### config.mk
export PLATFORM = sky130hd
export DESIGN_NAME = hook_sequencer
export DESIGN_NICKNAME = d
export VERILOG_FILES = /design/src/rtl/hook_pkg.sv /design/src/rtl/frame_event_latch.sv /design/src/rtl/hook_sequencer.sv
export SDC_FILE = /design/constraint.sdc
export NUM_CORES = 1
export LEC_CHECK = 0
export BUFFER_PORTS_ARGS = -buffer_cell sky130_fd_sc_hd__buf_2
export CORE_MARGIN = 2
export CORE_UTILIZATION = 50
export DETAILED_ROUTE_END_ITERATION = 10
export GPL_ROUTABILITY_DRIVEN = 0
export GPL_TIMING_DRIVEN = 0
export PLACE_DENSITY = 0.71
export SYNTH_ARGS = -nofsm -noshare
export SYNTH_HDL_FRONTEND = slang
export SYNTH_SLANG_ARGS = --single-unit
### constraint.sdc
create_clock -name clk -period 3.2 [get_ports clk]
set_input_delay 0.32 -clock clk [delete_from_list [all_inputs] [get_ports clk]]
set_output_delay 0.32 -clock clk [all_outputs]
set_load 0.005 [all_outputs]
### src/rtl/hook_pkg.sv
// rtl/hook_pkg.sv - shared types and helpers for the hook sequencer
package hook_pkg;

   localparam int WEIGHT_W = 2;

   typedef enum logic [2:0] {
      ST_SWING          = 3'd0,
      ST_EXTEND         = 3'd1,
      ST_RETRACT_EMPTY  = 3'd2,
      ST_RETRACT_LOADED = 3'd3,
      ST_COLLECT        = 3'd4
   } hook_state_t;

   // Heavier objects slow the hook: base speed halved per weight class, never below 1.
   function automatic logic [15:0] retract_step(input logic [15:0] base,
                                               input logic [WEIGHT_W-1:0] weight);
      logic [15:0] s;
      s = base >> weight;
      if (s == 16'd0) s = 16'd1;
      return s;
   endfunction

endpackage

### src/rtl/frame_event_latch.sv
// rtl/frame_event_latch.sv - first-event-per-frame capture with optional payload
module frame_event_latch #(
   parameter int PAYLOAD_W = 0,
   localparam int PW = (PAYLOAD_W > 0) ? PAYLOAD_W : 1
) (
   input  logic          clk,
   input  logic          reset,
   input  logic          sof_i,
   input  logic          strobe_i,
   input  logic [PW-1:0] payload_i,
   output logic          valid_o,
   output logic [PW-1:0] payload_o
);

   logic valid_q, valid_d;
   logic capture;

   // A strobe on the start-of-frame cycle belongs to the new frame, so it wins over the clear.
   assign capture = strobe_i & (sof_i | ~valid_q);
   assign valid_d = sof_i ? strobe_i : (valid_q | strobe_i);
   assign valid_o = valid_q;

   // Semaphore bit: set by the first strobe, cleared at frame start.
   always_ff @(posedge clk or posedge reset) begin
      if (reset) valid_q <= 1'b0;
      else       valid_q <= valid_d;
   end

   generate
      if (PAYLOAD_W > 0) begin : g_payload
         logic [PW-1:0] payload_q;
         // Payload is frozen after the first capture of the frame.
         always_ff @(posedge clk or posedge reset) begin
            if (reset)        payload_q <= '0;
            else if (capture) payload_q <= payload_i;
         end
         assign payload_o = payload_q;
      end else begin : g_no_payload
         assign payload_o = '0;
      end
   endgenerate

endmodule

### src/rtl/hook_sequencer.sv
// rtl/hook_sequencer.sv - frame-rate hook state machine for the Gold Miner game
module hook_sequencer
   import hook_pkg::*;
#(
   parameter int LEN_W          = 9,
   parameter int MAX_LEN        = 400,
   parameter int EXT_SPEED      = 8,
   parameter int RETRACT_SPEED  = 8,
   parameter int ID_W           = 4,
   parameter int COLLECT_FRAMES = 15
) (
   input  logic            clk,
   input  logic            reset,
   input  logic            startOfFrame,
   input  logic            launch,
   input  logic            collision_hook_object,
   input  logic [ID_W-1:0] hit_id,
   input  logic [1:0]      hit_weight,
   input  logic [7:0]      hit_value,
   input  logic            collision_hook_border,
   output logic [LEN_W-1:0] hook_len,
   output logic [2:0]       hook_state,
   output logic             swing_enable,
   output logic             grab_pulse,
   output logic [ID_W-1:0]  grab_id,
   output logic             score_valid,
   output logic [7:0]       score_add
);

   localparam int OBJ_W = ID_W + WEIGHT_W + 8;
   localparam int CNT_W = $clog2(COLLECT_FRAMES + 1);

   generate
      if (MAX_LEN >= (1 << LEN_W)) begin : g_len_check
         $error("MAX_LEN does not fit in LEN_W bits");
      end
   endgenerate

   // Event latches for the frame in progress
   logic             obj_valid;
   logic [OBJ_W-1:0] obj_payload;
   logic             border_valid;
   logic             border_payload;

   frame_event_latch #(.PAYLOAD_W(OBJ_W)) u_obj_latch (
      .clk       (clk),
      .reset     (reset),
      .sof_i     (startOfFrame),
      .strobe_i  (collision_hook_object),
      .payload_i ({hit_id, hit_weight, hit_value}),
      .valid_o   (obj_valid),
      .payload_o (obj_payload)
   );

   frame_event_latch #(.PAYLOAD_W(0)) u_border_latch (
      .clk       (clk),
      .reset     (reset),
      .sof_i     (startOfFrame),
      .strobe_i  (collision_hook_border),
      .payload_i (1'b0),
      .valid_o   (border_valid),
      .payload_o (border_payload)
   );

   logic [ID_W-1:0]     obj_id;
   logic [WEIGHT_W-1:0] obj_weight;
   logic [7:0]          obj_value;
   assign obj_id     = obj_payload[OBJ_W-1 -: ID_W];
   assign obj_weight = obj_payload[8 +: WEIGHT_W];
   assign obj_value  = obj_payload[7:0];

   hook_state_t         state_q, state_d;
   logic [LEN_W-1:0]    len_q, len_d;
   logic [CNT_W-1:0]    cnt_q, cnt_d;
   logic [WEIGHT_W-1:0] weight_q, weight_d;
   logic [7:0]          value_q, value_d;
   logic                pending_q, pending_d;
   logic                launch_prev_q;
   logic                grab_pulse_q, grab_pulse_d;
   logic [ID_W-1:0]     grab_id_q, grab_id_d;
   logic                score_valid_q, score_valid_d;
   logic [7:0]          score_add_q, score_add_d;
   logic                swing_en_q, swing_en_d;

   logic             launch_rise;
   logic [LEN_W:0]   len_ext, ext_sum, max_len_w, re_step, rl_step, re_res, rl_res;

   assign launch_rise = launch & ~launch_prev_q;
   assign len_ext     = {1'b0, len_q};
   assign max_len_w   = (LEN_W+1)'(MAX_LEN);
   assign ext_sum     = len_ext + (LEN_W+1)'(EXT_SPEED);
   assign re_step     = (LEN_W+1)'(RETRACT_SPEED);
   assign rl_step     = (LEN_W+1)'(retract_step(16'(RETRACT_SPEED), weight_q));
   assign re_res      = (len_ext > re_step) ? (len_ext - re_step) : '0;
   assign rl_res      = (len_ext > rl_step) ? (len_ext - rl_step) : '0;

   // Next-state and output decode; everything except the launch edge waits for startOfFrame.
   always_comb begin
      state_d       = state_q;
      len_d         = len_q;
      cnt_d         = cnt_q;
      weight_d      = weight_q;
      value_d       = value_q;
      pending_d     = pending_q | launch_rise;
      grab_pulse_d  = 1'b0;
      grab_id_d     = grab_id_q;
      score_valid_d = 1'b0;
      score_add_d   = score_add_q;
      if (startOfFrame) begin
         pending_d = launch_rise;
         unique case (state_q)
            ST_SWING: begin
               if (pending_q) begin
                  state_d = ST_EXTEND;
                  len_d   = '0;
               end
            end
            ST_EXTEND: begin
               if (obj_valid) begin
                  state_d      = ST_RETRACT_LOADED;
                  weight_d     = obj_weight;
                  value_d      = obj_value;
                  grab_pulse_d = 1'b1;
                  grab_id_d    = obj_id;
               end else if (border_valid) begin
                  state_d = ST_RETRACT_EMPTY;
               end else if (ext_sum >= max_len_w) begin
                  state_d = ST_RETRACT_EMPTY;
                  len_d   = LEN_W'(MAX_LEN);
               end else begin
                  len_d = ext_sum[LEN_W-1:0];
               end
            end
            ST_RETRACT_EMPTY: begin
               len_d = re_res[LEN_W-1:0];
               if (re_res == '0) state_d = ST_SWING;
            end
            ST_RETRACT_LOADED: begin
               len_d = rl_res[LEN_W-1:0];
               if (rl_res == '0) begin
                  state_d       = ST_COLLECT;
                  score_valid_d = 1'b1;
                  score_add_d   = value_q;
               end
            end
            ST_COLLECT: begin
               if (cnt_q == CNT_W'(COLLECT_FRAMES - 1)) begin
                  state_d = ST_SWING;
                  cnt_d   = '0;
               end else begin
                  cnt_d = cnt_q + 1'b1;
               end
            end
            default: begin
               state_d = ST_SWING;
               len_d   = '0;
               cnt_d   = '0;
            end
         endcase
      end
      swing_en_d = (state_d == ST_SWING);
   end

   // State, hook length and all output registers.
   always_ff @(posedge clk or posedge reset) begin
      if (reset) begin
         state_q       <= ST_SWING;
         len_q         <= '0;
         cnt_q         <= '0;
         weight_q      <= '0;
         value_q       <= '0;
         pending_q     <= 1'b0;
         launch_prev_q <= 1'b0;
         grab_pulse_q  <= 1'b0;
         grab_id_q     <= '0;
         score_valid_q <= 1'b0;
         score_add_q   <= '0;
         swing_en_q    <= 1'b1;
      end else begin
         state_q       <= state_d;
         len_q         <= len_d;
         cnt_q         <= cnt_d;
         weight_q      <= weight_d;
         value_q       <= value_d;
         pending_q     <= pending_d;
         launch_prev_q <= launch;
         grab_pulse_q  <= grab_pulse_d;
         grab_id_q     <= grab_id_d;
         score_valid_q <= score_valid_d;
         score_add_q   <= score_add_d;
         swing_en_q    <= swing_en_d;
      end
   end

   assign hook_len     = len_q;
   assign hook_state   = state_q;
   assign swing_enable = swing_en_q;
   assign grab_pulse   = grab_pulse_q;
   assign grab_id      = grab_id_q;
   assign score_valid  = score_valid_q;
   assign score_add    = score_add_q;

endmodule

==> key figures, run 1 <==
Timing
  – Crit path time final: 2950 ps
  – RSZ-0062 raised after global routing: false
  – Slew of the pin with the lowest slew margin: 614 ps
  – Worst Skew: 16.5 ps
  – Setup_tns: 0 ps
  – Setup-failing EPs final: 0
  – Period utilization: around 90%
  – Post-route worst setup slack: about 250 ps
  – FMAX: 0.339 GHz
  – Fin. Hold Viols: 0
  – Relative slew margins: slightly below 60%
  – Slew Viols, Final: 0
  – WHS: 109 ps

Floorplanning
  – # rows: 29
  – Initial core utilization: 51.1%
  – Die ar.: 7030 sq um
  – Die Wd: 83.8 microns
  – Io pins: 47
  – Vert. Die Dim: 83.8 microns
  – Core area: 6240 sq um

Drt
  – Vias/cell: 5.86
  – First-pass iteration count of the detailed router: 5
  – Post-route DRC: 0
  – DR iter-0 viols: 269
  – DR WL/cell: 15.4 microns
  – Vias: around 2.7k
  – Post-route ant nets: 0
  – WL final: 7150 microns

Yosys
  – Yosys cell types: 59
  – FFs w/ async S/R, synth: 100%
  – Sequential fraction of the synthesis area: between 40% and 50%
  – Mean Syn Cell Area: 9.87 sq um
  – Cells after synthesis: 323
  – FF+latch count, synth: 59
  – Syn Nets: 353
  – Post-synth EDFFs: 0
  – Cell Area, Synth: 3190 sq um
  – Primary FF master, synth: dfrtp_1
  – Yosys warns: 0

Cells and area
  – Commonest non-fill, non-tap cells in the layout: dfrtp_1 (58), buf_2 (51), nand2_1 (46)
  – Area growth syn-to-layout: 17.5%
  – Layout cell share with drive strength beyond 1: 27.5%
  – Final #Nets: 411
  – N_diodes: 0
  – Commonest non-fill, non-tap cell in the layout: dfrtp_1

Place
  – DP HPWL: 5160 microns
  – PortBufs: 45
  – Pre-CTS setup slack: 216 ps

Power and ir drop
  – Worst vdd rail ir drop: 0.000577 V
  – Leak Pwr: 1.76 nW
  – Power per cell area: 944 nW/um^2

GRT
  – Initial antenna violation count: 0
  – GRT Util Overall: 21.2%
  – Largest net degree at the start of global routing: 45
  – Total grt overflow: 0
  – First-pass GRT wire length: 11,700 microns
  – Vias in the first global route: roughly 2.5k

CTS
  – Clk_lat worst skew: 340 ps
  – Sink Count: 59
  – CTS buffer count: 9
  – Setup bufs post-CTS: 0
  – CTS tree: yes
  – Clock buffer depth: 2
  – Root buffer cell: clkbuf_8
  – Number of H-tree levels: 3
  – Worst-path clk slew: roughly 80 ps

Status
  – Status: complete, no violations

Setup path
  – WP data required: about 3400 ps
  – Arrival time worst endpoint: around 3200 ps
  – CP Class: flip-flop to flip-flop
  – Crit path max fanout: 10
  – Critical Path End Type: flip-flop
  – Crit path launch type: flip-flop

Run
  – Total of max-cap violations: 0

Hold path
  – Tightest Hold Check Type: primary input to flip-flop
==> final timing paths <==
kind,cells after the start,slack [ps],to,startpoint
max,9,250,hook_len[4],hook_len[3]
min,1,110,launch_prev_q,launch
max reg2reg,9,250,hook_len[4],hook_len[3]
min reg2reg,2,460,score_add[2],score_add[2]
max in group asynchronous,4,2140,hook_len[2],reset
min in group asynchronous,3,500,hook_len[8],reset
==> metal layers <==
| metal | GRT usage (%) | wire, microns | vias up |
|---|---|---|---|
| met4 | 8.50 | 131 | 0 |
| met5 | 0 | 0 | - |
| li1 | - | - | 1275 |
| met2 | 33.3 | 3410 | 113 |
| met3 | 4.95 | 452 | 20 |
| met1 | 28.6 | 3160 | 1306 |
==> critical path, stage by stage, from the launching register on <==
cell and delay (ps):
dfrtp_1 440, clkbuf_1 380, inv_1 90, ha_1 360
or4_1 500, a41oi_2 220, o21ai_2 110, nor2_1 350
a21oi_1 120, a221o_1 260
==> through the flow <==
| step | cells | cell area, sq um | power, mW | util [%] |
|---|---|---|---|---|
| floorplan | 323 | 3190 | 2.38 | - |
| finish | 463 | 3740 | 3.54 | 60.0 |
| CTS | 463 | 3740 | 3.53 | 59.9 |
| global placement | 445 | 3510 | 2.78 | 56.2 |
| global route | 463 | 3740 | 3.81 | 60.0 |
| detailed placement | 446 | 3530 | 2.84 | 56.5 |
==> synth_stat cells (2+ instances only) <==
| master | count | area share [%] |
|---|---|---|
| ha_1 | 9 | 3.5 |
| xnor2_1 | 3 | 0.82 |
| nand2b_1 | 5 | 0.98 |
| mux2_2 | 28 | 9.9 |
| nor2_1 | 23 | 2.7 |
| buf_2 | 6 | 0.94 |
| dfrtp_1 | 58 | 46 |
| nand4_1 | 6 | 1.2 |
| inv_1 | 18 | 2.1 |
| o21ai_0 | 8 | 1.3 |
| o31ai_1 | 3 | 0.71 |
| a21o_1 | 3 | 0.71 |
| a21oi_1 | 16 | 2.5 |
| and2b_1 | 2 | 0.47 |
| a211o_1 | 2 | 0.55 |
| or3_1 | 2 | 0.39 |
| o22ai_1 | 3 | 0.59 |
| o2111ai_1 | 2 | 0.55 |
| nor3_1 | 11 | 1.7 |
| a2111oi_0 | 2 | 0.55 |
| mux2i_1 | 2 | 0.63 |
| nand2_1 | 46 | 5.4 |
| a22o_1 | 3 | 0.82 |
| nand3_1 | 14 | 2.2 |
| nor3b_1 | 3 | 0.71 |
| a21boi_0 | 2 | 0.47 |
| a31oi_1 | 3 | 0.59 |
| o2111a_1 | 2 | 0.71 |
| clkbuf_1 | 8 | 0.94 |
==> where the power goes <==
part	switching [mW]	internal (mW)	total (mW)
registers	0.156	0.984	1.14
clock network	0.319	0.363	0.682
logic	0.992	0.723	1.72
==> cell type report <==
| cell class | count | area, sq um |
|---|---|---|
| multi-input cells | 231 | 1580 |
| clock inverters | 7 | 76.3 |
| flip-flops and latches | 59 | 1480 |
| fillers | 556 | 2500 |
| inverters | 18 | 67.6 |
| clock buffers | 9 | 124 |
| well taps | 77 | 96.3 |
| repair buffers | 47 | 255 |
| plain buffers | 15 | 63.8 |
==> registers in the layout (all words and copies together), names as in the netlist, 2 cells and up <==
signal                 flops
cnt_q                      4
grab_id                    4
hook_len                   9
hook_state                 3
score_add                  8
u_obj_latch.payload_o     14
value_q                    8
weight_q                   2
==> cells by family (layout without fill, tap and decap cells) <==
family | after synthesis | in the layout | share of synthesized area (%)
and+or+nand+nor | 123 | 123 | 19.1
AOI/OAI and AO/OA | 64 | 64 | 14.6
DFF | 59 | 59 | 46.4
buffers and inverters | 33 | 96 | 4.12
muxes | 30 | 30 | 10.5
adders and majority gates | 10 | 10 | 4.16
xor gates and xnor gates | 4 | 4 | 1.10
==> what timing repair did <==
item | CTS | global route
hold buffers | 1 | 0
setup endpoints to repair | 0 | 1
gates resized for setup | 0 | 1
hold endpoints to repair | 14 | 0
Power figures use the tool's default switching activity.
==> run 2, diff against run 1 <==
--- a/config.mk
+++ b/config.mk
@@ -5,6 +5,7 @@
 export SDC_FILE = /design/constraint.sdc
 export NUM_CORES = 1
 export LEC_CHECK = 0
+export ABC_AREA = 1
 export BUFFER_PORTS_ARGS = -buffer_cell sky130_fd_sc_hd__buf_2
 export CORE_MARGIN = 2
 export CORE_UTILIZATION = 50
@@ -12,6 +13,7 @@
 export GPL_ROUTABILITY_DRIVEN = 0
 export GPL_TIMING_DRIVEN = 0
 export PLACE_DENSITY = 0.71
+export SLEW_MARGIN = 20
 export SYNTH_ARGS = -nofsm -noshare
 export SYNTH_HDL_FRONTEND = slang
 export SYNTH_SLANG_ARGS = --single-unit
==> key figures, run 2 <==
Setup path
  – Setup slack, reg-to-reg: 570 ps (+310 ps)
  – WP data required: 3440 ps (about the same)
  – Crit-path cells: inv_1 -> ha_1 -> inv_1 -> fa_1 -> nand2_1 -> nand2_1 -> nand2_4 -> nand3_4 -> nand2_4 -> a21oi_1 -> nor2_2 -> nand4_4 -> nor2_8 -> inv_2 -> nand2_1 -> nand2_1
  – Crit path launch type: flip-flop
  – R2r endpoint: score_add[6]
  – R2R depth: 16 (+7)
  – Max stage delay cell, worst path: dfrtp_1
  – Crit path max fanout: 10 (unchanged)
  – Arrival time worst endpoint: 2870 ps (-310 ps)
  – CP peak stage delay: 400 ps (-100 ps)
  – Worst r2r src: hook_len[0]
  – Worst path most repeated cell: nand2_1
  – CP Class: flip-flop to flip-flop
  – Critical Path End Type: flip-flop

CTS
  – Post-CTS Resized: 0 (unchanged)
  – Clock buffer depth: 2 (unchanged)
  – Root buffer cell: clkbuf_8
  – Setup bufs post-CTS: 0 (unchanged)
  – Sink Count: 59 (unchanged)
  – CTS tree: yes
  – Number of hold buffers added after CTS: 0 (-1)
  – CTS buffer count: 9 (unchanged)
  – Worst-path clk slew: 70 ps (about the same)
  – Clk_lat worst skew: 340 ps (about the same)
  – Number of H-tree levels: 3 (unchanged)

Yosys
  – Mean Syn Cell Area: 8.48 sq um (-14%)
  – FFs w/ async S/R, synth: 100% (unchanged)
  – Cells after synthesis: 380 (+18%)
  – Cell Area, Synth: 3220 sq um (+1.1%)
  – FF+latch count, synth: 59 (unchanged)
  – Cell taking the most area after synthesis: dfrtp_1
  – Primary FF master, synth: dfrtp_1
  – Share of the synthesized area in the top cell type: 45.0% (-0.50 points)
  – Yosys cell types: 38 (-36%)
  – Post-synth EDFFs: 0 (unchanged)
  – Syn Nets: 410 (+16%)
  – Top-count cell post-synth: nand2_1
  – Synth top area cells: dfrtp_1 (45%), nand2_1 (14%), inv_1 (4.2%)
  – Sequential fraction of the synthesis area: 45.9% (-0.50 points)
  – Synth cell count leaders: nand2_1 (118), dfrtp_1 (58), inv_1 (36), nor2_1 (25)
  – Yosys warns: 0 (unchanged)

Drt
  – WL final: 6750 microns (-5.7%)
  – First-pass iteration count of the detailed router: 4 (-1)
  – DR WL/cell: 13.0 microns (-16%)
  – Vias: 2,689 (-0.92%)
  – Vias/cell: 5.19 (-11%)
  – Post-route DRC: 0 (unchanged)
  – DR iter-0 viols: 196 (-27%)
  – Post-route ant nets: 0 (unchanged)

Cells and area
  – Util after Layout: 59.7% (-0.33 points)
  – Fin cells: 518 (+12%)
  – Commonest non-fill, non-tap cell in the layout: nand2_1
  – Max reg flops: 14 (unchanged)
  – Final #Nets: 466 (+13%)
  – Area growth syn-to-layout: 16.3%
  – N_diodes: 0 (unchanged)
  – Layout cell share with drive strength beyond 1: 25.2% (-2.3 points)
  – Commonest non-fill, non-tap cells in the layout: nand2_1 (118), dfrtp_1 (58), buf_2 (48)

GRT
  – GRT Util Overall: 21.0% (-0.21 points)
  – Total grt overflow: 0 (unchanged)
  – Vias in the first global route: 2,586 (+5.3%)
  – Largest net degree at the start of global routing: 60 (+33%)
  – First-pass GRT wire length: 11,800 microns (+1.6%)
  – Initial antenna violation count: 0 (unchanged)

Place
  – Pre-CTS setup slack: 587 ps (+371 ps)
  – PortBufs: 45 (unchanged)
  – DP HPWL: 5170 microns (+0.27%)
  – Placed cell count: 502 (+13%)

Timing
  – Period utilization: 82.3% (-9.8 points)
  – Crit path time final: 2630 ps (-314 ps)
  – Slew Viols, Final: 0 (unchanged)
  – Setup-failing EPs final: 0 (unchanged)
  – Setup_tns: 0 ps (unchanged)
  – Post-route worst setup slack: 567 ps (+314 ps)
  – RSZ-0062 raised after global routing: false
  – WHS: 83.3 ps (-25.8 ps)
  – FMAX: 0.380 GHz (+12%)
  – Relative slew margins: 53.5% (-5.6 points)
  – Worst Skew: 13.2 ps (-3.32 ps)
  – Slew of the pin with the lowest slew margin: 698 ps (+84.4 ps)
  – Fin. Hold Viols: 0 (unchanged)

Floorplanning
  – Io pins: 47 (unchanged)
  – Die Wd: 84.3 microns (+0.52%)
  – Vert. Die Dim: 84.3 microns (+0.52%)
  – # rows: 29 (unchanged)
  – Die ar.: 7100 sq um (+1.0%)
  – Core area: 6280 sq um (+0.58%)
  – Initial core utilization: 51.3% (+0.26 points)

Run
  – Total of max-cap violations: 0 (unchanged)

Hold path
  – Tightest Hold Check Type: primary input to asynchronous set/reset pin

Power and ir drop
  – Power per cell area: 983 nW/um^2 (+4.0%)
  – Psw: 1.69 mW (+15%)
  – Sequential share of power: 30.2% (-2.0 points)
  – Leak Pwr: 2.03 nW (+15%)
  – Power share of the combinational group: 51.3% (+2.8 points)
  – Pint: 1.99 mW (-3.9%)
  – Switching portion of total power: 46.0% (+4.5 points)
  – Clock power share: 18.5% (-0.8 points)
  – Worst vdd rail ir drop: 0.000482 V (-17%)

Status
  – Status: complete, no violations
==> run 2: cell families (layout without fill, tap and decap cells) <==
group / after synthesis / count (layout) / synth area share [%]
AOI/OAI and AO/OA: 45 / 45 / 7.96
xor gates and xnor gates: 10 / 10 / 2.72
adders and majority gates: 10 / 10 / 4.12
buffers and inverters: 51 / 112 / 6.45
DFF: 59 / 59 / 45.9
muxes: 11 / 11 / 3.84
and+or+nand+nor: 194 / 194 / 29.0
==> run 2: worst max-delay path by stage <==
stage                      from            to  slack, ps  cells after the start
CTS                 hook_len[0]  score_add[5]        570                     16
detailed placement  hook_len[0]  score_add[5]        590                     16
global placement    hook_len[0]  score_add[3]        620                     16
floorplan           hook_len[0]  score_add[0]        910                     16
finish              hook_len[0]  score_add[6]        570                     16
global route        hook_len[0]  score_add[6]        330                     16
==> run 2: critical path: cells and delay by family (launching register included) <==
kind / cells / cell delay, ps
simple gates: 10 / 1190
buf+inv: 3 / 310
flops: 1 / 400
compound gates: 1 / 50
fa+ha+maj: 2 / 560
==> run 2: routing by layer <==
metal / global-route usage, % / vias up / wire length, microns
li1: - / 1340 / -
met4: 8.36 / 0 / 126
met3: 5.21 / 13 / 400
met5: 0 / - / 0
met1: 29.6 / 1268 / 3170
met2: 31.5 / 68 / 3050
==> run 2: power groups by stage <==
| stage | logic (mW) | registers (mW) | clock network, mW |
|---|---|---|---|
| 6_report | 1.89 | 1.11 | 0.681 |
| 5_1_grt | 2.11 | 1.14 | 0.738 |
| 4_1_cts | 1.88 | 1.11 | 0.695 |
| 3_5_place_dp | 1.86 | 1.13 | 0 |
| 3_3_place_gp | 1.83 | 1.12 | 0 |
| 2_1_floorplan | 1.43 | 1.10 | 0 |
==> run 2: final cells by class <==
type,count,area [sq um]
well taps,77,96.3
plain buffers,6,33.8
clock inverters,7,76.3
multi-input cells,270,1540
inverters,45,176
clock buffers,9,124
flip-flops and latches,59,1480
repair buffers,45,225
fillers,587,2530
==> run 2: through the flow <==
step / area (sq um) / power [mW]
after floorplan: 3220 / 2.53
after global placement: 3540 / 2.95
after detailed placement: 3550 / 2.99
after CTS: 3750 / 3.69
after global routing: 3750 / 3.99
final: 3750 / 3.68
==> run 3, diff against run 2 <==
--- a/config.mk
+++ b/config.mk
@@ -12,7 +12,7 @@
 export DETAILED_ROUTE_END_ITERATION = 10
 export GPL_ROUTABILITY_DRIVEN = 0
 export GPL_TIMING_DRIVEN = 0
-export PLACE_DENSITY = 0.71
+export PLACE_DENSITY = 0.74
 export SLEW_MARGIN = 20
 export SYNTH_ARGS = -nofsm -noshare
 export SYNTH_HDL_FRONTEND = slang
==> constraint.sdc (replaced) <==
create_clock -name clk -period 2.27 [get_ports clk]
set_input_delay 0.227 -clock clk [delete_from_list [all_inputs] [get_ports clk]]
set_output_delay 0.227 -clock clk [all_outputs]
set_load 0.005 [all_outputs]
==> key figures, run 3 (synthesis gave the netlist of run 2 again) <==
Cells and area
  – Area growth syn-to-layout: 21.6%
  – Commonest non-fill, non-tap cell in the layout: nand2_1
  – Final instance area: 3920 sq um (+4.6%)
  – Max reg flops: 14 (unchanged)
  – Final #Nets: 473 (+1.5%)
  – Layout cell share with drive strength beyond 1: 30.4% (+5.2 points)
  – Commonest non-fill, non-tap cells in the layout: nand2_1 (113), dfrtp_1 (56), buf_2 (48)
  – Reg area: 1480 sq um (+0.17%)
  – Fin cells: 525 (+1.4%)
  – Footprint of the multi-input gates: 1620 sq um (+5.1%)
  – N_diodes: 0 (unchanged)
  – # fillers: 529 (-9.9%)
  – Util after Layout: 62.4% (+2.8 points)

CTS
  – Worst-path clk slew: 80 ps (about the same)
  – Root buffer cell: clkbuf_8
  – CTS tree: yes
  – Sink Count: 59 (unchanged)
  – Clk_lat worst skew: 340 ps (about the same)
  – Clock buffer depth: 2 (unchanged)
  – CTS buffer count: 9 (unchanged)
  – Number of H-tree levels: 3 (unchanged)

GRT
  – Largest net degree at the start of global routing: 60 (unchanged)
  – First-pass GRT wire length: 12,200 microns (+3.1%)
  – GRT Util Overall: 21.4% (+0.35 points)
  – Vias in the first global route: 2,634 (+1.9%)
  – Initial antenna violation count: 0 (unchanged)
  – Total grt overflow: 0 (unchanged)

Setup path
  – Worst path most repeated cell: nand2_1
  – CP Class: flip-flop to flip-flop
  – WP data required: 2550 ps (-890 ps)
  – CP peak stage delay: 370 ps (-30 ps)
  – Worst path top cell family by delay: simple AND/OR/NAND/NOR gates
  – Crit-path cells: nand2_1 -> inv_1 -> ha_2 -> inv_2 -> fa_2 -> nand2_2 -> nand2_2 -> nand2_4 -> nand3_4 -> nand2_4 -> inv_2 -> nand3_2 -> nand4_4 -> nor2_8 -> buf_6 -> nand2_1 -> nand2_1
  – Critical Path End Type: flip-flop
  – Worst path bufs/invs: 4 (+1)
  – Crit path max fanout: 5 (-5)
  – Crit path launch type: flip-flop
  – Arrival time worst endpoint: 2660 ps (-210 ps)
  – Max stage delay cell, worst path: dfrtp_1

Timing
  – Period utilization: 105% (+23 points)
  – FMAX: 0.420 GHz (+11%)
  – Slew Viols, Final: 0 (unchanged)
  – Worst Skew: 13.2 ps (-0.0266 ps)
  – Slew of the pin with the lowest slew margin: 710 ps (+11.7 ps)
  – Post-route worst setup slack: -111 ps (-678 ps)
  – Fin. Hold Viols: 0 (unchanged)
  – Crit path time final: 2380 ps (-252 ps)
  – WHS: 17.0 ps (-66.3 ps)
  – Relative slew margins: 52.7% (-0.78 points)
  – Setup-failing EPs final: 12 (+12)
  – RSZ-0062 raised after global routing: true
  – Setup_tns: -911 ps (-911 ps)

Run
  – Total of max-cap violations: 0 (unchanged)

Status
  – Failing checks: negative setup slack
  – Status: finished, violations left

Power and ir drop
  – Power share of the combinational group: 52.8% (+1.5 points)
  – Sequential share of power: 28.1% (-2.1 points)
  – Pint: 3.08 mW (+55%)
  – Psw: 2.55 mW (+51%)
  – Leak Pwr: 2.09 nW (+2.8%)
  – Total chip power: 5.63 mW (+53%)
  – Power per cell area: 1440 nW/um^2 (+46%)
  – Clock power share: 19.1% (+0.6 points)
  – Worst vdd rail ir drop: 0.000944 V (+96%)
  – Switching portion of total power: 45.3% (-0.71 points)

Drt
  – Met1 Wirelength: 3380 microns (+6.6%)
  – Post-route ant nets: 0 (unchanged)
  – Met2 wire length: 3320 microns (+9.1%)
  – Vias/cell: 5.17 (-0.38%)
  – Post-route DRC: 0 (unchanged)
  – Highest metal used: met4
  – DR WL met3: 407 microns (+1.8%)
  – Vias: 2,715 (+0.97%)
  – WL final: 7210 microns (+6.9%)
  – DR iter-0 viols: 176 (-10%)
  – First-pass iteration count of the detailed router: 5 (+1)
  – DR WL/cell: 13.7 microns (+5.5%)

Place
  – DP Area: 3550 sq um (+0.21%)
  – DP HPWL: 5160 microns (-0.14%)
  – Pre-CTS setup slack: -303 ps (-889 ps)
  – Placed cell count: 502 (unchanged)
  – PortBufs: 45 (unchanged)

Floorplanning
  – Die ar.: 7100 sq um (unchanged)
  – Initial core utilization: 51.3% (unchanged)
  – Io pins: 47 (unchanged)
  – Die Wd: 84.3 microns (unchanged)
  – # rows: 29 (unchanged)
  – Core area: 6280 sq um (unchanged)
  – Vert. Die Dim: 84.3 microns (unchanged)

Hold path
  – Tightest Hold Check Type: primary input to asynchronous set/reset pin
-- run 3: changes by cell type in the layout (fill, tap and decap cells not counted), sizes merged --
cell,previous run,this run
clkinv,3,4
clkinvlp,2,0
buf,49,55
dlygate4sd3,0,1
bufinv,1,2
-- run 3: power groups by stage --
stage | clock [mW] | combinational [mW] | sequential, mW
2_1_floorplan | 0 | 2.06 | 1.56
3_3_place_gp | 0 | 2.61 | 1.57
3_5_place_dp | 0 | 2.67 | 1.58
4_1_cts | 1.10 | 2.83 | 1.57
5_1_grt | 1.15 | 3.29 | 1.62
6_report | 1.08 | 2.97 | 1.58
-- run 3: worst register-to-register path: cells and delay by family (launching register included) --
family	cells	cell delay, ps
buffers and inverters	4	310
AND/OR/NAND/NOR	11	1140
adder cells (fa/ha/maj)	2	500
flip-flops	1	370
-- run 3: worst paths after layout --
check	from	endpoint	slack, ps	cells after the start
max	weight_q[0]	score_add[4]	-110	17
min	reset	cnt_q[0]	20	2
max reg2reg	weight_q[0]	score_add[4]	-110	17
min reg2reg	launch_prev_q	pending_q	430	1
max in group asynchronous	reset	hook_len[3]	1750	2
min in group clk	collision_hook_border	u_border_latch.valid_o	90	2
-- run 3: layer usage --
metal	vias to the layer above	global-route usage, %
li1	1353	-
met1	1273	29.2
met2	80	34.0
met3	9	5.80
met4	0	5.57
met5	-	0
-- run 3: layout make-up --
| cell class | count | share of cell area (%) |
|---|---|---|
| Timing Repair Buffer | 52 | 7.34 |
| Sequential cell | 59 | 37.8 |
| Clock inverter | 7 | 2.55 |
| Buffer | 6 | 0.862 |
| Clock buffer | 9 | 3.16 |
| Multi-Input combinational cell | 270 | 41.2 |
| Inverter | 45 | 4.63 |
| Tap cell | 77 | 2.46 |
-- run 3: what timing repair did --
action	in CTS	in global routing
buffers inserted	6	0
cloned	0	0
resized for setup	12	12
hold endpoints to repair	0	1
hold buffers	0	1
pin swaps	14	9
endpoints found under the setup margin	13	28
